===== src/rtl/serial_cmp_pkg.sv =====
// -----------------------------------------------------------------------------
// serial_cmp_pkg
// Shared definitions for the bit-serial magnitude comparator.
//   - cmp_state_t    : FSM state encoding (IDLE=00, CMP=01, DONE=10)
//   - CMP_WIDTH_DEF  : default operand width
//   - cnt_width()    : bit-counter width for a given operand width
// -----------------------------------------------------------------------------
package serial_cmp_pkg;

    typedef enum logic [1:0] {
        ST_IDLE = 2'b00,
        ST_CMP  = 2'b01,
        ST_DONE = 2'b10
    } cmp_state_t;

    localparam int unsigned CMP_WIDTH_DEF = 4;

    // Counter only has to reach WIDTH-1, so clog2(WIDTH) bits suffice.
    function automatic int unsigned cnt_width(input int unsigned w);
        return (w < 2) ? 1 : $clog2(w);
    endfunction

    localparam int unsigned CMP_CNT_W_DEF = cnt_width(CMP_WIDTH_DEF);

endpackage


===== src/rtl/serial_cmp_cell.sv =====
// -----------------------------------------------------------------------------
// serial_cmp_cell
// Combinational 1-bit compare stage.
//   ai, bi : operand bits
//   gt     : ai > bi
//   eq     : ai == bi
//   lt     : ai < bi
// -----------------------------------------------------------------------------
module serial_cmp_cell (
    input  logic ai,
    input  logic bi,
    output logic gt,
    output logic eq,
    output logic lt
);

    assign gt = ai & ~bi;
    assign eq = ~(ai ^ bi);
    assign lt = ~ai & bi;

endmodule


===== src/rtl/serial_comparator_4bit_fsm.sv =====
// -----------------------------------------------------------------------------
// serial_comparator_4bit_fsm
// Bit-serial magnitude comparator: operands are consumed MSB-first, one bit
// per clock, under a start/done handshake. Result x/y/z (A>B, A==B, A<B) is
// registered and held until the next accepted compare.
//
// Ports:
//   clk, rst_n   : clock, asynchronous active-low reset
//   start        : compare request, sampled only in IDLE
//   a, b         : operands, captured on the accepting edge
//   busy         : high while in CMP
//   done         : one-cycle pulse; x/y/z valid from this cycle on
//   x, y, z      : A > B, A == B, A < B
//   state_dbg    : current FSM state (cmp_state_t encoding)
//
// Handshake: start is a level request; it is accepted on any rising edge where
// the FSM is in IDLE. Requests while busy or in DONE are dropped, not queued.
// done rises k+1 edges after the accepting edge (k = bits examined).
//
// Build option SERIAL_CMP_EARLY_EXIT_EN:
//   defined   : CMP stops at the first differing bit.
//   undefined : CMP always examines WIDTH bits (constant time); the first
//               difference is held in a sticky decided flag.
// -----------------------------------------------------------------------------
import serial_cmp_pkg::*;

module serial_comparator_4bit_fsm #(
    parameter int unsigned WIDTH = CMP_WIDTH_DEF
) (
    input  logic             clk,
    input  logic             rst_n,
    input  logic             start,
    input  logic [WIDTH-1:0] a,
    input  logic [WIDTH-1:0] b,
    output logic             busy,
    output logic             done,
    output logic             x,
    output logic             y,
    output logic             z,
    output logic [1:0]       state_dbg
);

    localparam int unsigned     CW       = cnt_width(WIDTH);
    localparam logic [CW-1:0]   LAST_CNT = CW'(WIDTH - 1);

    cmp_state_t       state_q;
    logic [WIDTH-1:0] a_q;
    logic [WIDTH-1:0] b_q;
    logic [CW-1:0]    cnt_q;
    logic             busy_q;
    logic             done_q;
    logic             x_q;
    logic             y_q;
    logic             z_q;

`ifndef SERIAL_CMP_EARLY_EXIT_EN
    // Sticky first-difference record for the constant-time build.
    logic             dec_q;
    logic             gt_q;
    logic             lt_q;
`endif

    logic bit_gt;
    logic bit_eq;
    logic bit_lt;

    serial_cmp_cell u_cell (
        .ai (a_q[WIDTH-1]),
        .bi (b_q[WIDTH-1]),
        .gt (bit_gt),
        .eq (bit_eq),
        .lt (bit_lt)
    );

    always_ff @(posedge clk or negedge rst_n) begin
        if (!rst_n) begin
            state_q <= ST_IDLE;
            a_q     <= '0;
            b_q     <= '0;
            cnt_q   <= '0;
            busy_q  <= 1'b0;
            done_q  <= 1'b0;
            x_q     <= 1'b0;
            y_q     <= 1'b0;
            z_q     <= 1'b0;
`ifndef SERIAL_CMP_EARLY_EXIT_EN
            dec_q   <= 1'b0;
            gt_q    <= 1'b0;
            lt_q    <= 1'b0;
`endif
        end else begin
            done_q <= 1'b0;
            case (state_q)
                ST_IDLE: begin
                    if (start) begin
                        a_q     <= a;
                        b_q     <= b;
                        cnt_q   <= '0;
                        busy_q  <= 1'b1;
                        state_q <= ST_CMP;
`ifndef SERIAL_CMP_EARLY_EXIT_EN
                        dec_q   <= 1'b0;
                        gt_q    <= 1'b0;
                        lt_q    <= 1'b0;
`endif
                    end
                end

                ST_CMP: begin
                    a_q <= a_q << 1;
                    b_q <= b_q << 1;
`ifdef SERIAL_CMP_EARLY_EXIT_EN
                    // At the last bit with no difference, bit_eq=1 yields y=1.
                    if (!bit_eq || (cnt_q == LAST_CNT)) begin
                        x_q     <= bit_gt;
                        y_q     <= bit_eq;
                        z_q     <= bit_lt;
                        busy_q  <= 1'b0;
                        state_q <= ST_DONE;
                    end else begin
                        cnt_q <= cnt_q + 1'b1;
                    end
`else
                    if (!dec_q && !bit_eq) begin
                        dec_q <= 1'b1;
                        gt_q  <= bit_gt;
                        lt_q  <= bit_lt;
                    end
                    if (cnt_q == LAST_CNT) begin
                        // Undecided at the LSB means the LSB itself decides.
                        if (dec_q) begin
                            x_q <= gt_q;
                            y_q <= 1'b0;
                            z_q <= lt_q;
                        end else begin
                            x_q <= bit_gt;
                            y_q <= bit_eq;
                            z_q <= bit_lt;
                        end
                        busy_q  <= 1'b0;
                        state_q <= ST_DONE;
                    end else begin
                        cnt_q <= cnt_q + 1'b1;
                    end
`endif
                end

                ST_DONE: begin
                    done_q  <= 1'b1;
                    state_q <= ST_IDLE;
                end

                default: begin
                    busy_q  <= 1'b0;
                    state_q <= ST_IDLE;
                end
            endcase
        end
    end

    assign busy      = busy_q;
    assign done      = done_q;
    assign x         = x_q;
    assign y         = y_q;
    assign z         = z_q;
    assign state_dbg = state_q;

endmodule

===== config.mk =====
export PLATFORM = sky130hd
export DESIGN_NAME = serial_comparator_4bit_fsm
export DESIGN_NICKNAME = d
export VERILOG_FILES = /design/src/rtl/serial_cmp_pkg.sv /design/src/rtl/serial_cmp_cell.sv /design/src/rtl/serial_comparator_4bit_fsm.sv
export SDC_FILE = /design/constraint.sdc
export NUM_CORES = 1
export LEC_CHECK = 0
export ABC_AREA = 1
export BUFFER_PORTS_ARGS = -buffer_cell sky130_fd_sc_hd__buf_2
export CORE_MARGIN = 2
export CORE_UTILIZATION = 45
export DETAILED_ROUTE_END_ITERATION = 10
export PLACE_DENSITY = 0.67
export SKIP_LAST_GASP = 1
export SYNTH_ARGS = -nofsm -noshare
export SYNTH_HDL_FRONTEND = slang
export SYNTH_SLANG_ARGS = --single-unit

===== constraint.sdc =====
create_clock -name clk -period 1.7 [get_ports clk]
set_clock_uncertainty 0.1 [all_clocks]
set_input_delay 0.17 -clock clk [delete_from_list [all_inputs] [get_ports clk]]
set_output_delay 0.17 -clock clk [all_outputs]
set_load 0.1 [all_outputs]

==> key figures, run 1 <==
Logic synthesis
  – Asr flop ratio synth: 100.0%
  – Post-synth EDFFs: 0
  – Syn Nets: 137
  – Sequential area share after synthesis: 50.00%
  – Synth Cell Area: 1001 um^2
  – Main synth FF type: dfrtp_1
  – Synth area leaders: dfrtp_1 (50%), nand2_1 (19%), nand3_1 (9.5%)
  – Top cells by count, synth: nand2_1 (52), dfrtp_1 (20), nand3_1 (19), inv_1 (9)
  – Syn Inst Count: 123
  – Synthesis Warnings: 0
  – Synth top area share: 50.00%
  – Post-synthesis cell type count: 16
  – Seq cells post-synth: 20
  – Top-count cell post-synth: nand2_1
  – Syn Area/Cell: 8.138 um^2
  – Leading area contributor after synthesis: dfrtp_1

Setup path
  – Slowest cell on the critical path: dfrtp_2
  – Largest delay share family, worst path: flip-flops
  – Worst path max stage delay: 0.54 ns
  – R2r startpoint: b_q[3]$_DFFE_PN0P_
  – Worst Path Buf+Inv: 1
  – Worst R2R Path Depth: 6
  – CP Capture Type: output pin
  – Reg2reg setup slack: 0.35 ns
  – Worst Path Arrival: 1.33 ns
  – Worst reg2reg path endpoint: gt_q$_DFFE_PN0P_
  – Critical path depth: 1
  – CP Launch Type: flop
  – Peak fanout along the critical path: 13
  – Critical path class: flop to output pin
  – CP Data Required Time: 1.43 ns
  – Cell Chain, Critical Path: buf_2

Global routing
  – GRT overflow: 0
  – Initial antenna violation count: 0
  – Gr usage total: 17.03%
  – Largest net degree at the start of global routing: 21
  – Vias in the first global route: 778
  – First-pass GRT wire length: 3318 um

Timing
  – Final setup viols: 0
  – Max_slew headroom: 67.90%
  – Worst hold slack: 0.03712 ns
  – Crit path time final: 1.599 ns
  – Slew at the pin closest to its max-slew limit: 0.4848 ns
  – Fin Setup TNS: 0 ns
  – Fmax: 625.3 MHz
  – Final period util: 94.07%
  – Max-slew violations: 0
  – RSZ-0062 raised after global routing: no
  – Final Hold Vio Count: 0

CTS
  – Clock Path Buffers: 2
  – CTS tree: yes
  – Hold buffers post-CTS: 3
  – H-Tree Depth: 1
  – Worst skew pair latency: 0.30 ns
  – Number of buffers created by CTS: 3
  – Postcts setup bufs: 0
  – CTS sink count: 20
  – CTS Root Cell: clkbuf_4
  – CTS resizes: 0
  – Clk slew on worst S/H paths: 0.11 ns

Drt
  – Vias per inst: 4.855
  – Wirelength per Cell: 10.43 um
  – TritonRoute pass-1 iters: 4
  – Total wire length: 1805 um
  – Routed Antenna Nets: 0
  – Residual DRC count: 0
  – Vias post-DR: 840
  – DR iter-0 viols: 18

Pwr
  – Lkg Pwr: 0.6834 nW
  – Sequential power share: 34.7%
  – Int Pwr: 1.130 mW
  – Pwr Total: 2.408 mW
  – Net Sw Power: 1.278 mW
  – VDD IR max: 0.9184 mV
  – Clock group share of total power: 11.5%
  – Power density cells: 2059 nW/um^2
  – Comb power frac: 53.8%
  – Sw frac: 53.09%

Job
  – Max Cap Violations: 0

Final layout
  – Non-filler cells, final: 173
  – Layout area overhead: 16.87%
  – Post-route cell area: 1170 um^2
  – NumNets Final: 160
  – Number of diodes: 0
  – Fillers: 202
  – Layout cells sized above 1: 22.76%

Die
  – Area of the core: 2148 um^2
  – Die X: 51.17 um
  – Die footprint: 2618 um^2
  – # IOs: 18
  – Row count: 17
  – Die Span Y: 51.17 um
  – Initial Util: 46.59%

Placement
  – Placer Congestion: 0.8228
  – Cell Area, Placed: 1104 um^2
  – DP Cell Count: 166
  – Placed wire-length estimate: 1318 um
  – Port Buffers: 17

Worst hold path
  – Hold Path Stages: 5
  – Hold endpoint: a_q[2]$_DFFE_PN0P_
  – Worst hold start: a[2]
  – Worst min path class: primary input to flop

Status
  – Status: finished clean
## power by group through the flow
stage,Clock (mW),Combinational (mW),Sequential (mW)
CTS,0.282,1.31,0.837
floorplan,0,0.702,1.24
finish,0.276,1.30,0.836
global placement,0,1.29,0.833
detailed placement,0,1.30,0.847
global route,0.297,1.46,0.871
## registers in the layout, summed over array words and instances, names as in the netlist
| signal | flops |
|---|---|
| a_q | 4 |
| b_q | 4 |
| busy | 1 |
| cnt_q | 2 |
| dec_q | 1 |
| done | 1 |
| gt_q | 1 |
| lt_q | 1 |
| state_dbg | 2 |
| x | 1 |
| y | 1 |
| z | 1 |
## worst max-delay path by stage
stage                         end                startpoint
2_1_floorplan  b_q[3]$_DFFE_PN0P_  state_dbg[1]$_DFFE_PN0P_
3_3_place_gp     lt_q$_DFFE_PN0P_        b_q[3]$_DFFE_PN0P_
3_5_place_dp     gt_q$_DFFE_PN0P_        b_q[3]$_DFFE_PN0P_
4_1_cts              state_dbg[0]  state_dbg[0]$_DFFE_PN0P_
5_1_grt              state_dbg[0]  state_dbg[0]$_DFFE_PN0P_
6_report             state_dbg[0]  state_dbg[0]$_DFFE_PN0P_
## layout make-up
type | instances | area [um^2] | share of cell area [%]
sequential | 20 | 503.0 | 42.99
tap | 28 | 35.03 | 2.995
inverter | 12 | 45.04 | 3.850
clock buffer | 4 | 36.28 | 3.102
multi-input combinational | 88 | 427.9 | 36.58
timing repair buffer | 21 | 122.6 | 10.48
## per-layer routing
metal | global-route usage (%) | part of all wire, % | vias up
met5 | 0 | 0 | -
met4 | 9.910 | 2.5 | 0
met3 | 3.216 | 4.0 | 5
met2 | 26.41 | 44 | 20
met1 | 22.12 | 49 | 387
li1 | - | - | 428
## metrics by stage
step	util, %	setup slack, ns
6_report	54.46	0.1009
4_1_cts	54.46	0.09030
3_5_place_dp	51.37	0.3888
5_1_grt	54.46	0.04800
3_3_place_gp	51.37	0.4208
2_1_floorplan	-	0.2259
## cells in the final DEF, fill, tap and decap left out
cell	n
buf_2	17
buf_4	1
clkbuf_4	3
clkbuf_8	1
dfrtp_1	18
dfrtp_2	2
dlygate4sd3_1	3
ha_1	3
inv_1	9
inv_2	3
nand2_1	52
nand2_2	1
nand2_4	3
nand3_1	19
nand3_2	1
nand4_1	2
nor2_1	3
nor2_4	1
o21ai_0	2
o21ai_1	1
## cells by family after synthesis
group | count (synthesis) | synth area share (%)
flip-flops | 20 | 50.00
buffers and inverters | 15 | 7.249
adder cells (fa/ha/maj) | 3 | 3.750
AND/OR/NAND/NOR | 82 | 37.50
AO/OA/AOI/OAI | 3 | 1.500
(Power assumes the default switching activity.)
==> run 2: changes to the inputs <==
--- a/config.mk
+++ b/config.mk
@@ -5,8 +5,9 @@
 export SDC_FILE = /design/constraint.sdc
 export NUM_CORES = 1
 export LEC_CHECK = 0
-export ABC_AREA = 1
+export ABC_AREA = 0
 export BUFFER_PORTS_ARGS = -buffer_cell sky130_fd_sc_hd__buf_2
+export CAP_MARGIN = 20
 export CORE_MARGIN = 2
 export CORE_UTILIZATION = 45
 export DETAILED_ROUTE_END_ITERATION = 10
==> run 2 against run 1 <==
Utilization shrank 2.0 points; sequential cell count is the same; non-clock buffer count shrank 2; count of clock-buffer cells in the layout is the same; die area shrank 0.35%; area after synthesis shrank 0.38%; fmax grew 1.7%; synthesized cell count shrank 22%; sequential power grew 1%; sequential share of layout area grew 1.7 points; final cell count shrank 18%; critical path type is now flop to flop; largest power group unchanged.
==> key figures, run 2 <==
Status
  – Status: finished clean

Timing
  – Fin Setup TNS: 0 ns
  – Worst Setup Slack, final: 0.1283 ns
  – RSZ-0062 raised after global routing: no
  – Fmax: 636.3 MHz
  – Final period util: 92.45%
  – Slew at the pin closest to its max-slew limit: 0.4849 ns
  – Final Hold Vio Count: 0
  – Max-slew violations: 0
  – Crit path time final: 1.572 ns
  – Worst hold slack: 0.04015 ns
  – Final setup viols: 0
  – Max_slew headroom: 67.90%

Die
  – Die footprint: 2609 um^2
  – # IOs: 18
  – Die X: 51.08 um
  – Row count: 17
  – Initial Util: 46.42%
  – Die Span Y: 51.08 um
  – Area of the core: 2148 um^2

Global routing
  – GRT busiest layer: met2
  – GRT met2 Usage: 23.16%
  – Vias in the first global route: 626
  – Met3 track utilization from global routing: 3.509%
  – Largest net degree at the start of global routing: 21
  – Gr usage total: 15.60%
  – Initial antenna violation count: 0
  – First-pass GRT wire length: 3070 um
  – GRT overflow: 0
  – GRT met1 Usage: 22.92%

Placement
  – Placer Congestion: 0.7716
  – Dpl ws: 0.1340 ns
  – Cell Area, Placed: 1087 um^2
  – Port Buffers: 17
  – Placed wire-length estimate: 1294 um
  – DP Cell Count: 137

Logic synthesis
  – Main synth FF type: dfrtp_1
  – Sequential area share after synthesis: 50.19%
  – Top cells by count, synth: dfrtp_1 (20), o21ai_0 (13), nand2_1 (9), inv_1 (6), nor2b_1 (6)
  – Synth top area share: 50.19%
  – Seq cells post-synth: 20
  – Top-count cell post-synth: dfrtp_1
  – Syn Nets: 110
  – Synth Cell Area: 997.2 um^2
  – Asr flop ratio synth: 100.0%
  – Post-synth EDFFs: 0
  – Post-synthesis cell type count: 27
  – Synth area leaders: dfrtp_1 (50%), o21ai_0 (6.5%), a22oi_1 (3.8%)
  – Synthesis Warnings: 0
  – Syn Area/Cell: 10.39 um^2
  – Leading area contributor after synthesis: dfrtp_1
  – Syn Inst Count: 96

Pwr
  – Power density cells: 1867 nW/um^2
  – VDD IR max: 0.9480 mV
  – Lkg Pwr: 0.5487 nW

CTS
  – CTS tree: yes
  – CTS Root Cell: clkbuf_4
  – H-Tree Depth: 1
  – Number of buffers created by CTS: 3
  – Worst skew pair latency: 0.30 ns
  – Clock Path Buffers: 2
  – Postcts setup bufs: 0
  – CTS sink count: 20
  – Clk slew on worst S/H paths: 0.10 ns

Worst hold path
  – Hold Path Stages: 3
  – Worst min path class: primary input to flop
  – Worst hold start: a[1]
  – Hold endpoint: a_q[1]$_DFFE_PN0P_

Final layout
  – Number of diodes: 0
  – Layout area overhead: 12.92%
  – Footprint of the multi-input gates: 434.2 um^2
  – Fillers: 205
  – Most common cell after layout, fill and taps aside: dfrtp_1
  – Post-route cell area: 1126 um^2
  – Non-filler cells, final: 142
  – Commonest non-fill, non-tap cells in the layout: dfrtp_1 (18), buf_2 (16), o21ai_0 (13)
  – NumNets Final: 129
  – Layout cells sized above 1: 23.68%
  – Regs by FF count: a_q x4, b_q x4
  – Reg area: 503.0 um^2

Drt
  – Vias post-DR: 739
  – Vias per inst: 5.204
  – Wirelength per Cell: 13.08 um
  – Routed Antenna Nets: 0
  – TritonRoute pass-1 iters: 4
  – Total wire length: 1857 um
  – DR iter-0 viols: 16
  – Residual DRC count: 0

Setup path
  – Beginning of the critical path: b_q[3]$_DFFE_PN0P_
  – Worst R2R Path Depth: 5
  – Critical path class: flop to flop
  – Worst Path Arrival: 1.66 ns
  – Worst reg2reg path endpoint: gt_q$_DFFE_PN0P_
  – R2r startpoint: b_q[3]$_DFFE_PN0P_
  – CP Capture Type: flop
  – Reg2reg setup slack: 0.13 ns
  – Peak fanout along the critical path: 3
  – CP Data Required Time: 1.79 ns
  – CP Launch Type: flop

Job
  – Max Cap Violations: 0
run 2: cell count changes after synthesis, moves of 3 or more:
| cell | change |
|---|---|
| nor2b_1 | +6 |
| a22oi_1 | +5 |
| nand3_1 | -19 |
| mux2i_1 | +3 |
| nand2_1 | -43 |
| a21oi_1 | +5 |
| inv_1 | -3 |
| inv_2 | -3 |
| o21ai_0 | +11 |
| nand2_4 | -3 |
run 2: power by group:
part,leakage [nW],internal (mW),switching [mW]
sequential,0.255,0.655,0.189
combinational,0.279,0.336,0.685
clock,0.0150,0.0913,0.145
run 2: worst max-delay path by stage:
stage	cells past startpoint	slack, ns	end
after floorplan	3	0.11	cnt_q[0]$_DFFE_PN0P_
after detailed placement	5	0.13	gt_q$_DFFE_PN0P_
after CTS	5	0.12	gt_q$_DFFE_PN0P_
after global routing	5	0.03	lt_q$_DFFE_PN0P_
final	5	0.13	gt_q$_DFFE_PN0P_
after global placement	5	0.18	gt_q$_DFFE_PN0P_
run 2: routing by layer:
metal	up-vias	share of wire [%]
met3	2	3.6
met4	0	0.70
met5	-	0
met1	358	50
li1	366	-
met2	13	46
run 2: final cells by class:
type / instances / share of cell area (%)
Inverter: 6 / 2.000
Timing Repair Buffer: 19 / 9.333
Sequential cell: 20 / 44.67
Clock buffer: 4 / 2.333
Multi-Input combinational cell: 65 / 38.56
Tap cell: 28 / 3.111
run 2: cell families (layout without fill, tap and decap cells):
kind of cell / count (synthesis) / after routing / synth area share, %
AOI/OAI and AO/OA: 32 / 32 / 19.70
and+or+nand+nor: 26 / 26 / 15.93
DFF: 20 / 20 / 50.19
buffers and inverters: 11 / 29 / 6.273
muxes: 4 / 4 / 4.141
adders and majority gates: 3 / 3 / 3.765
run 2: per-stage QoR:
step	power [mW]	utilization (%)
2_1_floorplan	1.679	-
3_3_place_gp	1.854	50.61
3_5_place_dp	1.879	50.61
4_1_cts	2.121	52.42
5_1_grt	2.251	52.42
6_report	2.103	52.42
run 2: worst max-delay path, stage by stage (launching register included):
cell	delay, ns
dfrtp_1	0.38
inv_1	0.06
ha_1	0.35
nor4b_4	0.33
a21oi_2	0.06
a22o_1	0.18
run 2: timing repair:
item | CTS | global route
setup endpoints to repair | 1 | 0
resized for setup | 1 | 0
hold endpoints to repair | 20 | 0
hold buffers | 1 | 0
==> run 3: changes to the inputs <==
--- a/config.mk
+++ b/config.mk
@@ -6,7 +6,7 @@
 export NUM_CORES = 1
 export LEC_CHECK = 0
 export ABC_AREA = 0
-export BUFFER_PORTS_ARGS = -buffer_cell sky130_fd_sc_hd__buf_2
+export BUFFER_PORTS_ARGS = -buffer_cell sky130_fd_sc_hd__buf_4
 export CAP_MARGIN = 20
 export CORE_MARGIN = 2
 export CORE_UTILIZATION = 45
==> constraint.sdc (replaced) <==
create_clock -name clk -period 1.7 [get_ports clk]
set_clock_uncertainty 0.1 [all_clocks]
set_input_delay 0.17 -clock clk [delete_from_list [all_inputs] [get_ports clk]]
set_output_delay 0.17 -clock clk [all_outputs]
set_load 0.02 [all_outputs]
==> run 3 against run 2 <==
Via count is 2.2% lower; critical path depth stayed put; sequential cell count stayed put; combinational power is 22% lower; register-to-register slack worse by 0.02 ns; routed wire length is 1.6% higher; worst hold slack worse by 0.0015 ns; utilization is 2.6 points higher; non-clock buffer count is 1 higher; critical endpoint is now lt_q$_DFFE_PN0P_.
==> key figures, run 3 (synthesized netlist as in run 2, its figures left out) <==
CTS
  – Worst skew pair latency: 0.29 ns
  – Clk slew on worst S/H paths: 0.11 ns
  – CTS Root Cell: clkbuf_4
  – CTS sink count: 20
  – Clock Path Buffers: 2
  – Number of buffers created by CTS: 3
  – H-Tree Depth: 1
  – CTS tree: yes
  – CTS resizes: 0

Setup path
  – Worst path max stage delay: 0.39 ns
  – CP Data Required Time: 1.79 ns
  – Critical path class: flop to flop
  – CP Launch Type: flop
  – Cell Chain, Critical Path: inv_1, ha_1, nor4b_4, a21oi_2, a22o_1
  – CP Capture Type: flop
  – Peak fanout along the critical path: 3
  – Worst Path Arrival: 1.69 ns
  – Slowest cell on the critical path: dfrtp_1

Placement
  – Port Buffers: 17
  – Placed wire-length estimate: 1347 um
  – Placer Congestion: 0.7579

Drt
  – Vias per inst: 5.056
  – Vias post-DR: 723
  – Residual DRC count: 0
  – Wirelength per Cell: 13.20 um
  – Total wire length: 1887 um
  – TritonRoute pass-1 iters: 4
  – DR iter-0 viols: 1
  – Routed Antenna Nets: 0

Die
  – Die footprint: 2609 um^2
  – Row count: 17
  – Area of the core: 2148 um^2
  – Die X: 51.08 um
  – # IOs: 18
  – Initial Util: 46.42%
  – Die Span Y: 51.08 um

Job
  – Max Cap Violations: 0

Timing
  – Fin Setup TNS: 0 ns
  – Final Hold Vio Count: 0
  – Fmax: 628.4 MHz
  – RSZ-0062 raised after global routing: no
  – Max_slew headroom: 65.92%
  – Crit path time final: 1.591 ns
  – Final setup viols: 0
  – Final period util: 93.62%
  – Max-slew violations: 0
  – Worst hold slack: 0.03866 ns
  – Slew at the pin closest to its max-slew limit: 0.5112 ns

Final layout
  – Layout cells sized above 1: 23.48%
  – Regs by FF count: a_q x4, b_q x4
  – Fillers: 206
  – Commonest non-fill, non-tap cells in the layout: dfrtp_1 (20), buf_4 (19), o21ai_0 (13)
  – Footprint of the multi-input gates: 434.2 um^2
  – Number of diodes: 0
  – NumNets Final: 130
  – Layout area overhead: 18.44%
  – Most common cell after layout, fill and taps aside: dfrtp_1
  – Reg area: 500.5 um^2

Global routing
  – Largest net degree at the start of global routing: 21
  – Vias in the first global route: 734
  – Initial antenna violation count: 0
  – First-pass GRT wire length: 3284 um
  – Gr usage total: 16.93%
  – GRT overflow: 0

Pwr
  – Power density cells: 1586 nW/um^2
  – VDD IR max: 0.9089 mV
  – Lkg Pwr: 0.5740 nW
  – Pwr Total: 1.873 mW

Status
  – Status: finished clean

Worst hold path
  – Worst min path class: primary input to flop
[run 3: timing repair]
item                      CTS  global route
hold buffers                1             0
hold endpoints to repair   20             0
buffers inserted            0             0
[run 3: power by group]
part / leakage (nW) / internal, mW / switching [mW] / total, mW
combinational: 0.295 / 0.373 / 0.424 / 0.797
clock: 0.0210 / 0.130 / 0.144 / 0.275
sequential: 0.258 / 0.652 / 0.149 / 0.801
total: 0.574 / 1.16 / 0.718 / 1.87
[run 3: worst paths after layout]
kind / startpoint / slack [ns] / depth (start not counted) / end
hold reg to reg: y$_DFFE_PN0P_ / 0.40 / 2 / y$_DFFE_PN0P_
setup reg to reg: b_q[3]$_DFFE_PN0P_ / 0.11 / 5 / lt_q$_DFFE_PN0P_
setup / recovery: b_q[3]$_DFFE_PN0P_ / 0.11 / 5 / lt_q$_DFFE_PN0P_
hold / removal: a[2] / 0.04 / 3 / a_q[2]$_DFFE_PN0P_
max in group asynchronous: rst_n / 1.12 / 2 / b_q[0]$_DFFE_PN0P_
min in group asynchronous: rst_n / 0.18 / 2 / z$_DFFE_PN0P_
[run 3: final cells by class]
type,count,share of cell area [%]
Inverter,6,1.907
Sequential cell,20,42.37
Clock buffer,4,3.072
Tap cell,28,2.966
Timing Repair Buffer,20,12.92
Multi-Input combinational cell,65,36.76
[run 3: stage by stage]
step | cell area (um^2) | cells | utilization (%) | setup WS (ns)
floorplan | 997.2 | 96 | - | 0.2108
global placement | 1135 | 138 | 52.82 | 0.1854
detailed placement | 1135 | 138 | 52.82 | 0.1139
CTS | 1181 | 143 | 54.98 | 0.09876
global route | 1181 | 143 | 54.98 | 0.007621
finish | 1181 | 143 | 54.98 | 0.1085
[run 3: worst max-delay path: cells and delay by family, from the launching register on]
kind                       cells  cell delay, ns
and+or+nand+nor                1            0.34
buffers and inverters          1            0.06
DFF                            1            0.39
AOI/OAI and AO/OA              2            0.26
adders and majority gates      1            0.34
[run 3: metal layers]
metal	share of wire, %	routed length, um	GRT usage (%)	up-vias
li1	-	-	-	374
met1	47	882	21.95	340
met2	50	946	28.14	7
met3	2.3	44	2.632	2
met4	0.74	14	6.757	0
met5	0	0	0	-
